## src/rtl/cla_pipe_adder_if.sv

```systemverilog
// Operand/result handshake bundle for cla_pipe_adder.
// The sat signal exists only when CLA_PIPE_SAT_EN is defined.
interface cla_pipe_adder_if #(
    parameter int unsigned WIDTH = 32
);
    // Operand channel
    logic             in_valid;
    logic             in_ready;
    logic [WIDTH-1:0] a;
    logic [WIDTH-1:0] b;
    logic             cin;
    logic             sub;
`ifdef CLA_PIPE_SAT_EN
    logic             sat;
`endif
    // Result channel
    logic             out_valid;
    logic             out_ready;
    logic [WIDTH-1:0] s;
    logic             cout;
    logic             ovf;

    modport master (
`ifdef CLA_PIPE_SAT_EN
        output sat,
`endif
        output in_valid, a, b, cin, sub, out_ready,
        input  in_ready, out_valid, s, cout, ovf
    );

    modport slave (
`ifdef CLA_PIPE_SAT_EN
        input  sat,
`endif
        input  in_valid, a, b, cin, sub, out_ready,
        output in_ready, out_valid, s, cout, ovf
    );
endinterface

```

## src/rtl/cla_pipe_adder.sv

```systemverilog
// Pipelined carry-lookahead adder/subtractor with valid/ready flow control.
// Operands are cut into BLOCK-bit lookahead groups; each of the STAGES register
// stages resolves an equal share of the groups and rippes the group carry on.
// Optional feature: define CLA_PIPE_SAT_EN to add signed saturation (bus.sat).
module cla_pipe_adder #(
    parameter int unsigned WIDTH  = 32,
    parameter int unsigned BLOCK  = 4,
    parameter int unsigned STAGES = 2
) (
    input logic             clk,
    input logic             rst_n,
    cla_pipe_adder_if.slave bus
);
    localparam int unsigned NGRP = WIDTH / BLOCK;
    localparam int unsigned GPS  = NGRP / STAGES;
    localparam int unsigned LAST = STAGES - 1;

    typedef logic [WIDTH-1:0] word_t;

    // Stage registers (index k = output of stage k)
    logic [STAGES-1:0] r_valid;
    word_t             r_a [STAGES];
    word_t             r_b [STAGES];   // already conditionally inverted
    word_t             r_s [STAGES];   // sum bits resolved so far
    logic [STAGES-1:0] r_c;            // carry into the next unresolved group
    logic [STAGES-1:0] r_cmsb;         // carry into the MSB
`ifdef CLA_PIPE_SAT_EN
    logic [STAGES-1:0] r_sat;
`endif

    // Stage inputs and combinational stage results
    word_t             w_a    [STAGES];
    word_t             w_b    [STAGES];
    word_t             w_s_in [STAGES];
    word_t             w_s    [STAGES];
    logic [STAGES-1:0] w_c_in;
    logic [STAGES-1:0] w_cmsb_in;
    logic [STAGES-1:0] w_vin;
    logic [STAGES-1:0] w_c;
    logic [STAGES-1:0] w_cmsb;
`ifdef CLA_PIPE_SAT_EN
    logic [STAGES-1:0] w_sat_in;
`endif
    logic [STAGES:0]   w_load;

    // One lookahead group: returns {group carry out, carry into group MSB, sum}.
    // Every carry is a two-level sum of products of g/p and the group carry in.
    function automatic logic [BLOCK+1:0] cla_group(input logic [BLOCK-1:0] ga,
                                                   input logic [BLOCK-1:0] gb,
                                                   input logic             gc);
        logic [BLOCK-1:0] p;
        logic [BLOCK-1:0] g;
        logic [BLOCK-1:0] c;
        logic             term;
        logic             gg;
        p = ga ^ gb;
        g = ga & gb;
        for (int i = 0; i < int'(BLOCK); i++) begin
            term = gc;
            for (int j = 0; j < i; j++) term = term & p[j];
            c[i] = term;
            for (int j = 0; j < i; j++) begin
                term = g[j];
                for (int m = j + 1; m < i; m++) term = term & p[m];
                c[i] = c[i] | term;
            end
        end
        gg = 1'b0;
        for (int j = 0; j < int'(BLOCK); j++) begin
            term = g[j];
            for (int m = j + 1; m < int'(BLOCK); m++) term = term & p[m];
            gg = gg | term;
        end
        return {gg | (&p & gc), c[BLOCK-1], p ^ c};
    endfunction

    // Select what each stage works on: fresh operands for stage 0, the previous
    // stage's registers otherwise.
    always_comb begin
        w_a[0]       = bus.a;
        w_b[0]       = bus.sub ? ~bus.b : bus.b;
        w_c_in[0]    = bus.sub | bus.cin;
        w_cmsb_in[0] = 1'b0;
        w_s_in[0]    = '0;
        w_vin[0]     = bus.in_valid;
`ifdef CLA_PIPE_SAT_EN
        w_sat_in[0]  = bus.sat;
`endif
        for (int k = 1; k < int'(STAGES); k++) begin
            w_a[k]       = r_a[k-1];
            w_b[k]       = r_b[k-1];
            w_c_in[k]    = r_c[k-1];
            w_cmsb_in[k] = r_cmsb[k-1];
            w_s_in[k]    = r_s[k-1];
            w_vin[k]     = r_valid[k-1];
`ifdef CLA_PIPE_SAT_EN
            w_sat_in[k]  = r_sat[k-1];
`endif
        end
    end

    // Resolve this stage's groups, rippling the group carry between them.
    always_comb begin
        logic             v_c;
        logic [BLOCK+1:0] v_grp;
        int unsigned      v_gi;
        v_c   = 1'b0;
        v_grp = '0;
        v_gi  = 0;
        for (int k = 0; k < int'(STAGES); k++) begin
            w_s[k]    = w_s_in[k];
            w_cmsb[k] = w_cmsb_in[k];
            v_c       = w_c_in[k];
            for (int q = 0; q < int'(GPS); q++) begin
                v_gi  = unsigned'(k) * GPS + unsigned'(q);
                v_grp = cla_group(w_a[k][v_gi*BLOCK +: BLOCK], w_b[k][v_gi*BLOCK +: BLOCK], v_c);
                w_s[k][v_gi*BLOCK +: BLOCK] = v_grp[BLOCK-1:0];
                if (v_gi == NGRP - 1) w_cmsb[k] = v_grp[BLOCK];
                v_c = v_grp[BLOCK+1];
            end
            w_c[k] = v_c;
        end
`ifdef CLA_PIPE_SAT_EN
        // On overflow the wrapped MSB is the inverse of the true sign.
        if (w_sat_in[LAST] && (w_c[LAST] ^ w_cmsb[LAST])) begin
            w_s[LAST] = w_s[LAST][WIDTH-1] ? {1'b0, {(WIDTH-1){1'b1}}}
                                           : {1'b1, {(WIDTH-1){1'b0}}};
        end
`endif
    end

    // Load enables: a stage loads when empty or when its successor loads.
    always_comb begin
        logic v_ld;
        v_ld           = bus.out_ready;
        w_load[STAGES] = v_ld;
        for (int k = int'(STAGES) - 1; k >= 0; k--) begin
            v_ld      = ~r_valid[k] | v_ld;
            w_load[k] = v_ld;
        end
    end

    // Stage registers; data only captured for valid beats so held outputs stay put.
    always_ff @(posedge clk) begin
        for (int k = 0; k < int'(STAGES); k++) begin
            if (!rst_n) begin
                r_valid[k] <= 1'b0;
                r_a[k]     <= '0;
                r_b[k]     <= '0;
                r_s[k]     <= '0;
                r_c[k]     <= 1'b0;
                r_cmsb[k]  <= 1'b0;
`ifdef CLA_PIPE_SAT_EN
                r_sat[k]   <= 1'b0;
`endif
            end else if (w_load[k]) begin
                r_valid[k] <= w_vin[k];
                if (w_vin[k]) begin
                    r_a[k]    <= w_a[k];
                    r_b[k]    <= w_b[k];
                    r_s[k]    <= w_s[k];
                    r_c[k]    <= w_c[k];
                    r_cmsb[k] <= w_cmsb[k];
`ifdef CLA_PIPE_SAT_EN
                    r_sat[k]  <= w_sat_in[k];
`endif
                end
            end
        end
    end

    assign bus.in_ready  = w_load[0];
    assign bus.out_valid = r_valid[LAST];
    assign bus.s         = r_s[LAST];
    assign bus.cout      = r_c[LAST];
    assign bus.ovf       = r_c[LAST] ^ r_cmsb[LAST];
endmodule

```

## src/flat_wrapper.sv

```systemverilog
// flat-port wrapper written by rule: the top's interface ports become plain ports
module cla_pipe_adder_flat 
#(
    parameter int unsigned WIDTH  = 32,
    parameter int unsigned BLOCK  = 4,
    parameter int unsigned STAGES = 2
)
  (clk, rst_n, bus_in_valid, bus_a, bus_b, bus_cin, bus_sub, bus_out_ready, bus_in_ready, bus_out_valid, bus_s, bus_cout, bus_ovf);
  cla_pipe_adder_if #(.WIDTH(WIDTH)) bus_i ();
  input logic clk;
  input logic rst_n;
  input wire logic [$bits(bus_i.in_valid)-1:0] bus_in_valid;
  input wire logic [$bits(bus_i.a)-1:0] bus_a;
  input wire logic [$bits(bus_i.b)-1:0] bus_b;
  input wire logic [$bits(bus_i.cin)-1:0] bus_cin;
  input wire logic [$bits(bus_i.sub)-1:0] bus_sub;
  input wire logic [$bits(bus_i.out_ready)-1:0] bus_out_ready;
  output wire logic [$bits(bus_i.in_ready)-1:0] bus_in_ready;
  output wire logic [$bits(bus_i.out_valid)-1:0] bus_out_valid;
  output wire logic [$bits(bus_i.s)-1:0] bus_s;
  output wire logic [$bits(bus_i.cout)-1:0] bus_cout;
  output wire logic [$bits(bus_i.ovf)-1:0] bus_ovf;
  assign bus_i.in_valid = bus_in_valid;
  assign bus_i.a = bus_a;
  assign bus_i.b = bus_b;
  assign bus_i.cin = bus_cin;
  assign bus_i.sub = bus_sub;
  assign bus_i.out_ready = bus_out_ready;
  assign bus_in_ready = bus_i.in_ready;
  assign bus_out_valid = bus_i.out_valid;
  assign bus_s = bus_i.s;
  assign bus_cout = bus_i.cout;
  assign bus_ovf = bus_i.ovf;
  cla_pipe_adder #(.WIDTH(WIDTH), .BLOCK(BLOCK), .STAGES(STAGES)) u_core (.clk(clk), .rst_n(rst_n), .bus(bus_i));
endmodule
```

## config.mk

```make
export PLATFORM = sky130hd
export DESIGN_NAME = cla_pipe_adder_flat
export DESIGN_NICKNAME = d
export VERILOG_FILES = /design/src/rtl/cla_pipe_adder_if.sv /design/src/rtl/cla_pipe_adder.sv /design/src/flat_wrapper.sv
export SDC_FILE = /design/constraint.sdc
export NUM_CORES = 1
export LEC_CHECK = 0
export CORE_MARGIN = 2
export CORE_UTILIZATION = 45
export CTS_CLUSTER_SIZE = 14
export DETAILED_ROUTE_END_ITERATION = 8
export PLACE_DENSITY = 0.73
export SKIP_LAST_GASP = 1
export SLEW_MARGIN = 20
export SYNTH_ARGS = -nofsm -noshare
export SYNTH_HDL_FRONTEND = slang
export SYNTH_SLANG_ARGS = --single-unit
```

## constraint.sdc

```tcl
create_clock -name clk -period 4.45 [get_ports clk]
set_clock_uncertainty 0.15 [all_clocks]
set_input_delay 0.89 -clock clk [delete_from_list [all_inputs] [get_ports clk]]
set_output_delay 0.89 -clock clk [all_outputs]
set_load 0.01 [all_outputs]
```

# Word-level counts from Yosys, hierarchy flattened
# Memories as Yosys holds them, arrays and structs flattened.
# Cells that the tools add are included.
dict set report word_totals {
  out_inout_bits 36
  in_bits 70
  elab_cells 231
  n_memories 3
  ramBits 192
  reg_bits 5
}
dict set report op_classes {
  n_reduce_logical 10
  bitwise_logic 197
  mux 16
}
# memory words word_bits rd rd_ports_with_merged_regs write_ports line
set memory_table {}
lappend memory_table {u_core.r_a 2 32 1 0 2 cla_pipe_adder.sv:22} ;# word_t r_a [STAGES];
lappend memory_table {u_core.r_b 2 32 1 0 2 cla_pipe_adder.sv:23} ;# word_t r_b [STAGES];
lappend memory_table {u_core.r_s 2 32 2 0 2 cla_pipe_adder.sv:24} ;# word_t r_s [STAGES];
# operator n
set op_table {}
lappend op_table {{32-bit two-way mux} 7}
lappend op_table {{1-bit bitwise OR} 89}
lappend op_table {{1-bit AND} 80}
lappend op_table {{4-bit bitwise XOR} 16}
lappend op_table {{4-bit AND} 8}
lappend op_table {{32-bit NOT} 1}
lappend op_table {{4-bit AND reduction} 8}
lappend op_table {{1-bit two-way mux} 9}
lappend op_table {{2-bit AND reduction} 2}
lappend op_table {{1-bit NOT} 2}
lappend op_table {{1-bit bitwise XOR} 1}

# Logic depth before layout (Yosys ltp)
# Gate-level depths: netlist of the first run.
dict set report depth {
  word_depth 22
  mapped_depth 15
  ltp_nobuf 13
}

# Least setup slack after synthesis of the first run
# Ideal clock, no wire load.
dict set report synth_path {
  path_type {input -> register}
  startpoint {in bus_sub}
  endpoint {mem u_core.r_s[0][15] (netlist name) (data pin)}
  slack_ns 0.734
  arrival_time_ns 3.308
  path_buffers 2
  setup_ns 0.258
  path_stages 15
  required_time_ns 4.042
  path_cell_list {buf_2 > buf_2 > xor2_1 > ha_1 > a21o_1 > a31oi_1 > o22ai_1 > o31ai_2 > inv_1 > ha_1 > o21ai_0 > nand2b_1 > a21oi_1 > xor2_1 > nor2_1}
}
# element line
set synth_lines {}
lappend synth_lines {{from (decl)} flat_wrapper.sv:16} ;# input wire logic [$bits(bus_i.sub)-1:0] bus_sub;
lappend synth_lines {{to (decl)} cla_pipe_adder.sv:24}

==> metrics, run 1 <==
status=completed; Core ar.=10200 µm²; RSZ-0062 raised after global routing=no; filler cell count=837; Area Growth Syn to Fin=30.3%; total iterations of the first detailed-routing run=4; final worst path period share=84.3%; hold crit path type=register to register; top post-synthesis cells by area=edfxtp_1 (51%), ha_1 (11%), xor2_1 (5.6%); Final Hold Viols=0; CTS clk-pin slew, worst paths=0.09 ns; post-synth top area share=51.0%; drt drc=0; Mapped Area=4710 µm²; crit path max fanout=4; r2r worst-path depth=11; Setup-failing EPs final=0; worst reg-to-reg setup slack=1.22 ns; Lkg Pwr=0.00252 µW; Netlist cell types=33; CTS Hold Buffers Added=0; Root Buffer=clkbuf_8; max-slew violations=0; CP required=4.39 ns; CP Launch Type=primary input; synthesized net count=509; sequential area share after synthesis=53.1%; reg-to-reg critical path endpoint=u_core.r_s[1][31]; Die Span X=106 µm; total gr overflow=0; flops & latches, synth=85; Commonest cells post-synth=edfxtp_1 (80), nor2_1 (46), ha_1 (40); Die H=106 µm; antenna-violating nets left=0; WL/cell=13.8 µm; first-pass GRT wire length=13.9 mm; Hold Path Depth=2; FP Rows=37; die area=11300 µm²; final worst path period need=3.75 ns; final wirelength=8.82 mm; setup_tns=0 ns; Starting Density=46.0%; Post-CTS Setup Bufs=0; total track usage=16.1%; vias per cell=4.92; worst vdd ir=0.136 mV; PwrDens=325 nW/µm²; Main synth FF type=edfxtp_1; CP Capture Point=u_core.r_s[0][15]; max-cap viol count=0; routed via count=3154; CTS Sinks=85; Max-slew headroom=58.1%; Placed Area=5920 µm²; synthesized instance count=391; Clock Path Buffers=2; initial antenna violation count=0; Ports=106; GP Congestion=0.850; initial drt markers=59; Achievable Freq=0.266 GHz; vias in the first global route=3022; EDFF count, synth=80; final net count=618; Finished Core Util=60.0%; Worst-Margin Slew=0.626 ns; nature of the critical path endpoint=register; fin area=6140 µm²; cts bufs inserted=9; synthesized area per cell=12.0 µm²; antenna cell count=0; kind of critical path=primary input to register; clk_lat worst skew=0.37 ns; CTS tree=built; pin count of the biggest net entering global routing=22; htree depth=3; dpl hpwl=6.79 mm; most common cell in the netlist=edfxtp_1; layout cells sized above 1=5.94%; Ys Warns=0; RR Startpoint=u_core.r_b[0][18]; PortBufs=105; CTS resizes=0; CP startpoint=bus_b[1]; CP Data Arrival Time=3.70 ns; Yosys top cell by area=edfxtp_1; ys async rst share=0%
==> power by group <==
| group | switching (µW) | internal (µW) |
|---|---|---|
| clock network | 279 | 318 |
| logic | 208 | 221 |
| registers | 21.2 | 947 |
==> through the flow <==
step	total power (µW)	setup slack (ns)	hold WS, ns	instances
6_report	1990	0.696	0.347	641
5_1_grt	2090	0.444	0.382	641
3_3_place_gp	1400	0.440	0.328	625
3_5_place_dp	1420	0.315	0.337	625
4_1_cts	2010	0.697	0.349	641
2_1_floorplan	1250	0.734	0.313	391
==> worst max-delay path, cell delays in order <==
cell and delay [ns]:
clkdlybuf4s50_1 0.47, xor2_1 0.16, ha_1 0.30, a21o_1 0.18
a31oi_1 0.20, o22ai_1 0.15, o31ai_2 0.39, inv_1 0.09
ha_1 0.20, o21ai_0 0.15, nand2b_1 0.11, a21oi_1 0.20
xor2_1 0.16, nor2_1 0.05
==> worst min-delay path by stage <==
stage / from / end / slack, ns
after floorplan: u_core.r_cmsb[1] / u_core.r_cmsb[1] / 0.31
after global placement: u_core.r_cmsb[1] / u_core.r_cmsb[1] / 0.33
after detailed placement: u_core.r_cmsb[1] / u_core.r_cmsb[1] / 0.34
after CTS: u_core.r_cmsb[1] / u_core.r_cmsb[1] / 0.35
after global routing: u_core.r_s[0][13] / u_core.r_s[1][13] / 0.38
final: u_core.r_cmsb[1] / u_core.r_cmsb[1] / 0.35
==> per-layer routing <==
metal | vias to the layer above | part of all wire (%) | track usage (%) | routed length [µm]
met1 | 1479 | 39 | 17.8 | 3480
met2 | 90 | 52 | 28.6 | 4620
li1 | 1566 | - | - | -
met5 | - | 0 | 0 | 0
met4 | 0 | 3.1 | 9.30 | 277
met3 | 19 | 5.1 | 3.00 | 452
==> state kept, by name, summed over array words and instances (netlist names) <==
| name | flops |
|---|---|
| u_core.r_s | 48 |
| u_core.r_a | 16 |
| u_core.r_b | 16 |
| u_core.r_c | 2 |
| u_core.r_valid | 2 |
| u_core.r_cmsb | 1 |
==> placed cells by master (no fill, tap or decap), drive strengths merged, types with 3 or more instances in the layout <==
cell	count
o21ai	16
a21oi	16
and2	35
nand2b	10
ha	40
xor2	30
clkbuf	9
xnor2	27
or2	3
inv	20
a21o	6
buf	7
nand2	11
edfxtp	80
clkdlybuf4s50	104
nand3	6
dfxtp	5
nor2	46
and3	3
fa	8
==> final cells by class <==
type / count / area, µm² / area share (%)
sequential: 85 / 2500 / 40.8
tap: 136 / 170 / 2.77
inverter: 18 / 67.6 / 1.10
clock buffer: 9 / 124 / 2.02
multi-input combinational: 275 / 2090 / 34.0
clock inverter: 7 / 95.1 / 1.55
timing repair buffer: 111 / 1090 / 17.8
==> kinds of logic after synthesis <==
family	count (synthesis)	share of synthesized area, %
xor gates and xnor gates	57	10.6
DFF	85	53.1
and+or+nand+nor	119	12.8
adders and majority gates	48	14.0
AOI/OAI and AO/OA	51	6.83
buffers and inverters	31	2.60
Power figures use the tool's default switching activity.
==> inputs of run 2 (changes only) <==
--- a/config.mk
+++ b/config.mk
@@ -9,7 +9,7 @@
 export CORE_UTILIZATION = 45
 export CTS_CLUSTER_SIZE = 14
 export DETAILED_ROUTE_END_ITERATION = 8
-export PLACE_DENSITY = 0.73
+export PLACE_DENSITY = 0.76
 export SKIP_LAST_GASP = 1
 export SLEW_MARGIN = 20
 export SYNTH_ARGS = -nofsm -noshare
==> constraint.sdc (replaced) <==
create_clock -name clk -period 3.34 [get_ports clk]
set_clock_uncertainty 0.15 [all_clocks]
set_input_delay 0.668 -clock clk [delete_from_list [all_inputs] [get_ports clk]]
set_output_delay 0.668 -clock clk [all_outputs]
set_load 0.01 [all_outputs]
==> metrics, run 2 (same netlist as run 1, synthesis figures left out) <==
status=completed; CTS Sinks=85 (unchanged); antenna-violating nets left=0 (unchanged); PwrDens=419 nW/µm² (+29%); Root Buffer=clkbuf_8; CTS resizes=0 (unchanged); GP Congestion=0.850 (about the same); max FFs per register=48 (unchanged); WL/cell=14.2 µm (+3.0%); filler cell count=827 (-1.2%); Biggest register=u_core.r_s; routed via count=3270 (+3.7%); GRT met2 Usage=32.4% (+3.8 points); Setup-failing EPs final=0 (unchanged); crit path cell chain=clkdlybuf4s50_1, xor2_1, ha_1, a21o_1, a31oi_4, o22ai_2, or2_2, ha_1, o21ai_1, nand2b_1, a21oi_2, xor2_1, nor2_1; Final Non-Filler Cells=659 (+2.8%); gr busiest metal=met2; CTS clk-pin slew, worst paths=0.08 ns (about the same); Ports=106 (unchanged); initial drt markers=118 (+100%); biggest regs=u_core.r_s (48), u_core.r_a (16), u_core.r_b (16); Final Hold Viols=0 (unchanged); CP Data Arrival Time=3.19 ns (-0.51 ns); critical-path cell with the highest stage delay=clkdlybuf4s50_1; final worst path period share=96.7%; final net count=636 (+2.9%); nature of the critical path endpoint=register; Worst-Margin Slew=0.607 ns (-0.0193 ns); clk_lat worst skew=0.36 ns (about the same); Die H=106 µm (unchanged); WHS=0.343 ns (-0.00335 ns); kind of critical path=primary input to register; hold crit path type=register to register; cell family with most CP delay=compound AO/OA/AOI/OAI gates; Area Growth Syn to Fin=33.5%; die area=11300 µm² (unchanged); total gr overflow=0 (unchanged); worst vdd ir=0.262 mV (+93%); RSZ-0062 raised after global routing=yes; layout cells sized above 1=10.1% (+4.2 points); drt drc=0 (unchanged); vias in the first global route=3218 (+6.5%); commonest non-fill, non-tap cell in the layout=clkdlybuf4s50_1; final wirelength=9.34 mm (+5.9%); DP Cell Count=643 (+2.9%); max-slew violations=0 (unchanged); GRT met1 Usage=19.0% (+1.1 points); Die Span X=106 µm (unchanged); Core ar.=10200 µm² (unchanged); crit path max fanout=2 (-2); total track usage=17.3% (+1.2 points); total iterations of the first detailed-routing run=4 (unchanged); Max-slew headroom=59.4% (+1.3 points); dpl hpwl=7.04 mm (+3.7%); first-pass GRT wire length=15.0 mm (+7.9%); CP Launch Type=primary input; max-cap viol count=0 (unchanged); multi-input logic area=2130 µm² (+1.9%); Starting Density=46.0% (unchanged); FP Rows=37 (unchanged); Clock Path Buffers=2 (unchanged); Post-CTS Setup Bufs=0 (unchanged); Crit path largest cell delay=0.47 ns (about the same); pin count of the biggest net entering global routing=26 (+18%); cts bufs inserted=9 (unchanged); met3 Use GR=1.90% (-1.1 points); CTS Hold Buffers Added=0 (unchanged); vias per cell=4.96 (+0.85%); htree depth=3 (unchanged); CP Buf/Inv Count=1 (-1); final worst path period need=3.23 ns; Achievable Freq=0.310 GHz; initial antenna violation count=0 (unchanged); FF/Latch Area=2500 µm² (unchanged); Lkg Pwr=0.00260 µW (+3.0%); CTS tree=built; overall power=2640 µW (+32%); antenna cell count=0 (unchanged); PortBufs=105 (unchanged); most frequent cells in the layout=clkdlybuf4s50_1 (104), edfxtp_1 (80), nor2_1 (46); CP required=3.30 ns (-1.09 ns)
==> run 2: worst reg2reg max path, delay by kind of cell (launching register included) <==
kind / cells / cell delay, ns
xor gates and xnor gates: 1 / 0.16
AOI/OAI and AO/OA: 6 / 1.32
and+or+nand+nor: 2 / 0.17
adders and majority gates: 2 / 0.56
DFF: 1 / 0.38
==> run 2: per-stage QoR <==
stage	util, %	cell area, µm²	setup WS (ns)	setup TNS, ns
CTS	61.1	6250	0.0740	0
global route	61.5	6290	-0.0265	-0.0265
finish	61.5	6290	0.109	0
floorplan	-	4730	-0.00266	-0.00266
detailed placement	59.3	6060	-0.302	-1.58
global placement	59.3	6060	-0.198	-0.920
==> run 2: layer usage <==
metal / wire length, µm / vias to the layer above / part of all wire (%)
li1: - / 1600 / -
met1: 3700 / 1568 / 40
met2: 5060 / 82 / 54
met3: 313 / 20 / 3.3
met4: 279 / 0 / 3.0
met5: 0 / - / 0
==> run 2: path summary, 6_finish.rpt <==
check | start | slack [ns] | end | cells after the start
worst max register to register | u_core.r_b[0][18] | 0.34 | u_core.r_s[1][31] | 11
worst min register to register | u_core.r_cmsb[1] | 0.34 | u_core.r_cmsb[1] | 2
worst min-delay path | u_core.r_cmsb[1] | 0.34 | u_core.r_cmsb[1] | 2
worst max-delay path | bus_b[1] | 0.11 | u_core.r_s[0][11] | 13
==> run 2: report_power, final <==
group          switching, µW  internal [µW]  leakage [µW]
Clock                    364            349     0.0000939
Sequential              28.9           1260      0.000910
Combinational            299            334       0.00160
==> run 2: area by class of cell <==
cell class,count,share of cell area (%)
well taps,136,2.71
clock buffers,11,2.09
multi-input cells,275,33.8
clock inverters,5,0.955
flip-flops and latches,85,39.8
inverters,18,1.07
repair buffers,129,19.6
==> inputs of run 3 (changes only) <==
--- a/config.mk
+++ b/config.mk
@@ -9,9 +9,10 @@
 export CORE_UTILIZATION = 45
 export CTS_CLUSTER_SIZE = 14
 export DETAILED_ROUTE_END_ITERATION = 8
-export PLACE_DENSITY = 0.76
+export PLACE_DENSITY = 0.73
 export SKIP_LAST_GASP = 1
 export SLEW_MARGIN = 20
 export SYNTH_ARGS = -nofsm -noshare
 export SYNTH_HDL_FRONTEND = slang
 export SYNTH_SLANG_ARGS = --single-unit
+export TNS_END_PERCENT = 10
==> constraint.sdc (replaced) <==
create_clock -name clk -period 3.57 [get_ports clk]
set_clock_uncertainty 0.15 [all_clocks]
set_input_delay 0.714 -clock clk [delete_from_list [all_inputs] [get_ports clk]]
set_output_delay 0.714 -clock clk [all_outputs]
set_load 0.01 [all_outputs]
==> metrics, run 3 (same netlist as run 1, synthesis figures left out) <==
GP Congestion=0.843 (-0.88%); Worst-Margin Slew=0.637 ns (+0.0300 ns); Root Buffer=clkbuf_8; clock power share=26.2% (-0.8 points); CTS Hold Buffers Added=0 (unchanged); initial antenna violation count=0 (unchanged); cts bufs inserted=9 (unchanged); hold crit path type=register to register; Ports=106 (unchanged); drt drc=0 (unchanged); max-cap viol count=0 (unchanged); CTS Sinks=85 (unchanged); nature of the critical path endpoint=register; Final Hold Viols=0 (unchanged); vias per cell=4.80 (-3.2%); total track usage=16.9% (-0.40 points); layout cells sized above 1=7.42% (-2.7 points); commonest non-fill, non-tap cell in the layout=clkdlybuf4s50_1; routed via count=3112 (-4.8%); CP Data Arrival Time=3.28 ns (+0.09 ns); CTS tree=built; Biggest register=u_core.r_s; fin area=6190 µm² (-1.6%); Placed Area=6000 µm² (-1.1%); combinational fraction of design power=23.2% (-0.8 points); kind of critical path=primary input to register; Die Span X=106 µm (unchanged); pin count of the biggest net entering global routing=27 (+3.8%); Area Growth Syn to Fin=31.3%; final worst path period share=93.8%; initial drt markers=87 (-26%); register share of total power=50.6% (+1.6 points); PortBufs=105 (unchanged); dpl hpwl=6.79 mm (-3.6%); final net count=625 (-1.7%); Die H=106 µm (unchanged); FP Rows=37 (unchanged); max FFs per register=48 (unchanged); WL/cell=13.4 µm (-5.2%); Achievable Freq=0.299 GHz; Setup-failing EPs final=0 (unchanged); max-slew violations=0 (unchanged); Clock Path Buffers=2 (unchanged); total gr overflow=0 (unchanged); RSZ-0062 raised after global routing=no; first-pass GRT wire length=14.6 mm (-2.5%); vias in the first global route=3099 (-3.7%); clk_lat worst skew=0.37 ns (about the same); final worst path period need=3.35 ns; CP Launch Type=primary input; Internal Power=1750 µW (-10%); total iterations of the first detailed-routing run=4 (unchanged); DP Cell Count=632 (-1.7%); filler cell count=836 (+1.1%); biggest regs=u_core.r_s (48), u_core.r_a (16), u_core.r_b (16); Lkg Pwr=0.00254 µW (-2.4%); Sw Ratio=26.8% (+0.57 points); Starting Density=46.0% (unchanged); NetSw=640 µW (-7.6%); Core ar.=10200 µm² (unchanged); setup ws final=0.222 ns (+0.113 ns); antenna-violating nets left=0 (unchanged); dpl ws=-0.226 ns (+0.0759 ns); overall power=2390 µW (-9.5%); PwrDens=386 nW/µm² (-8.0%); final wirelength=8.71 mm (-6.7%); most frequent cells in the layout=clkdlybuf4s50_1 (104), edfxtp_1 (80), nor2_1 (46); crit path max fanout=2 (unchanged); Max-slew headroom=57.5% (-1.9 points); die area=11300 µm² (unchanged); htree depth=3 (unchanged); CTS clk-pin slew, worst paths=0.09 ns (about the same); Final Non-Filler Cells=648 (-1.7%); status=completed; worst vdd ir=0.176 mV (-33%); setup_tns=0 ns (unchanged); CP required=3.51 ns (+0.21 ns); antenna cell count=0 (unchanged)
==> run 3: changes by cell type in the layout (fill, tap and decap cells not counted), moves of 2 or more <==
| cell | previous run | this run |
|---|---|---|
| a21oi_1 | 13 | 16 |
| buf_4 | 23 | 11 |
| clkbuf_1 | 2 | 0 |
| buf_12 | 0 | 2 |
| clkinvlp_4 | 1 | 5 |
| a21oi_2 | 3 | 0 |
==> run 3: through the flow <==
stage                     hold slack (ns)  util, %
final                               0.354     60.5
after global routing                0.388     60.5
after CTS                           0.353     60.4
after detailed placement            0.338     58.6
after global placement              0.328     58.6
after floorplan                     0.313        -
==> run 3: final cells by class <==
cell class	count	area, µm²	share of cell area [%]
multi-input cells	275	2090	33.8
inverters	18	67.6	1.09
repair buffers	118	1170	18.9
clock buffers	10	138	2.22
clock inverters	6	46.3	0.748
well taps	136	170	2.75
flip-flops and latches	85	2500	40.5
==> run 3: worst paths after layout <==
| check | from | end | slack, ns | cells after the start |
|---|---|---|---|---|
| max | bus_b[1] | u_core.r_s[0][15] | 0.22 | 14 |
| min | u_core.r_cmsb[1] | u_core.r_cmsb[1] | 0.35 | 2 |
| max reg2reg | u_core.r_b[0][16] | u_core.r_s[1][31] | 0.40 | 11 |
| min reg2reg | u_core.r_cmsb[1] | u_core.r_cmsb[1] | 0.35 | 2 |
==> run 3: what timing repair did <==
action	in CTS	in global routing
setup endpoints to repair	0	1
buffers inserted	0	0
hold endpoints to repair	0	0
resized for setup	0	2
==> run 3: metal layers <==
metal,global-route usage [%],wire [µm],vias to the layer above
met4,7.24,195,0
met2,31.1,4600,62
li1,-,-,1581
met1,18.5,3510,1455
met3,4.05,408,14
met5,0,0,-
==> run 3: power by group through the flow <==
stage	logic (µW)	clock network (µW)	registers, µW
2_1_floorplan	316	0	1240
3_3_place_gp	540	0	1230
3_5_place_dp	554	0	1230
4_1_cts	557	646	1210
5_1_grt	622	676	1220
6_report	554	625	1210
==> run 3: worst max-delay path, cell delays in order <==
cell and delay, ns:
clkdlybuf4s50_1 0.47, xor2_1 0.15, ha_1 0.27, a21o_1 0.18, a31oi_2 0.16, o22ai_1 0.12
o31ai_2 0.26, inv_1 0.08, ha_1 0.19, o21ai_0 0.16, nand2b_1 0.09, a21oi_1 0.19
xor2_1 0.18, nor2_1 0.06
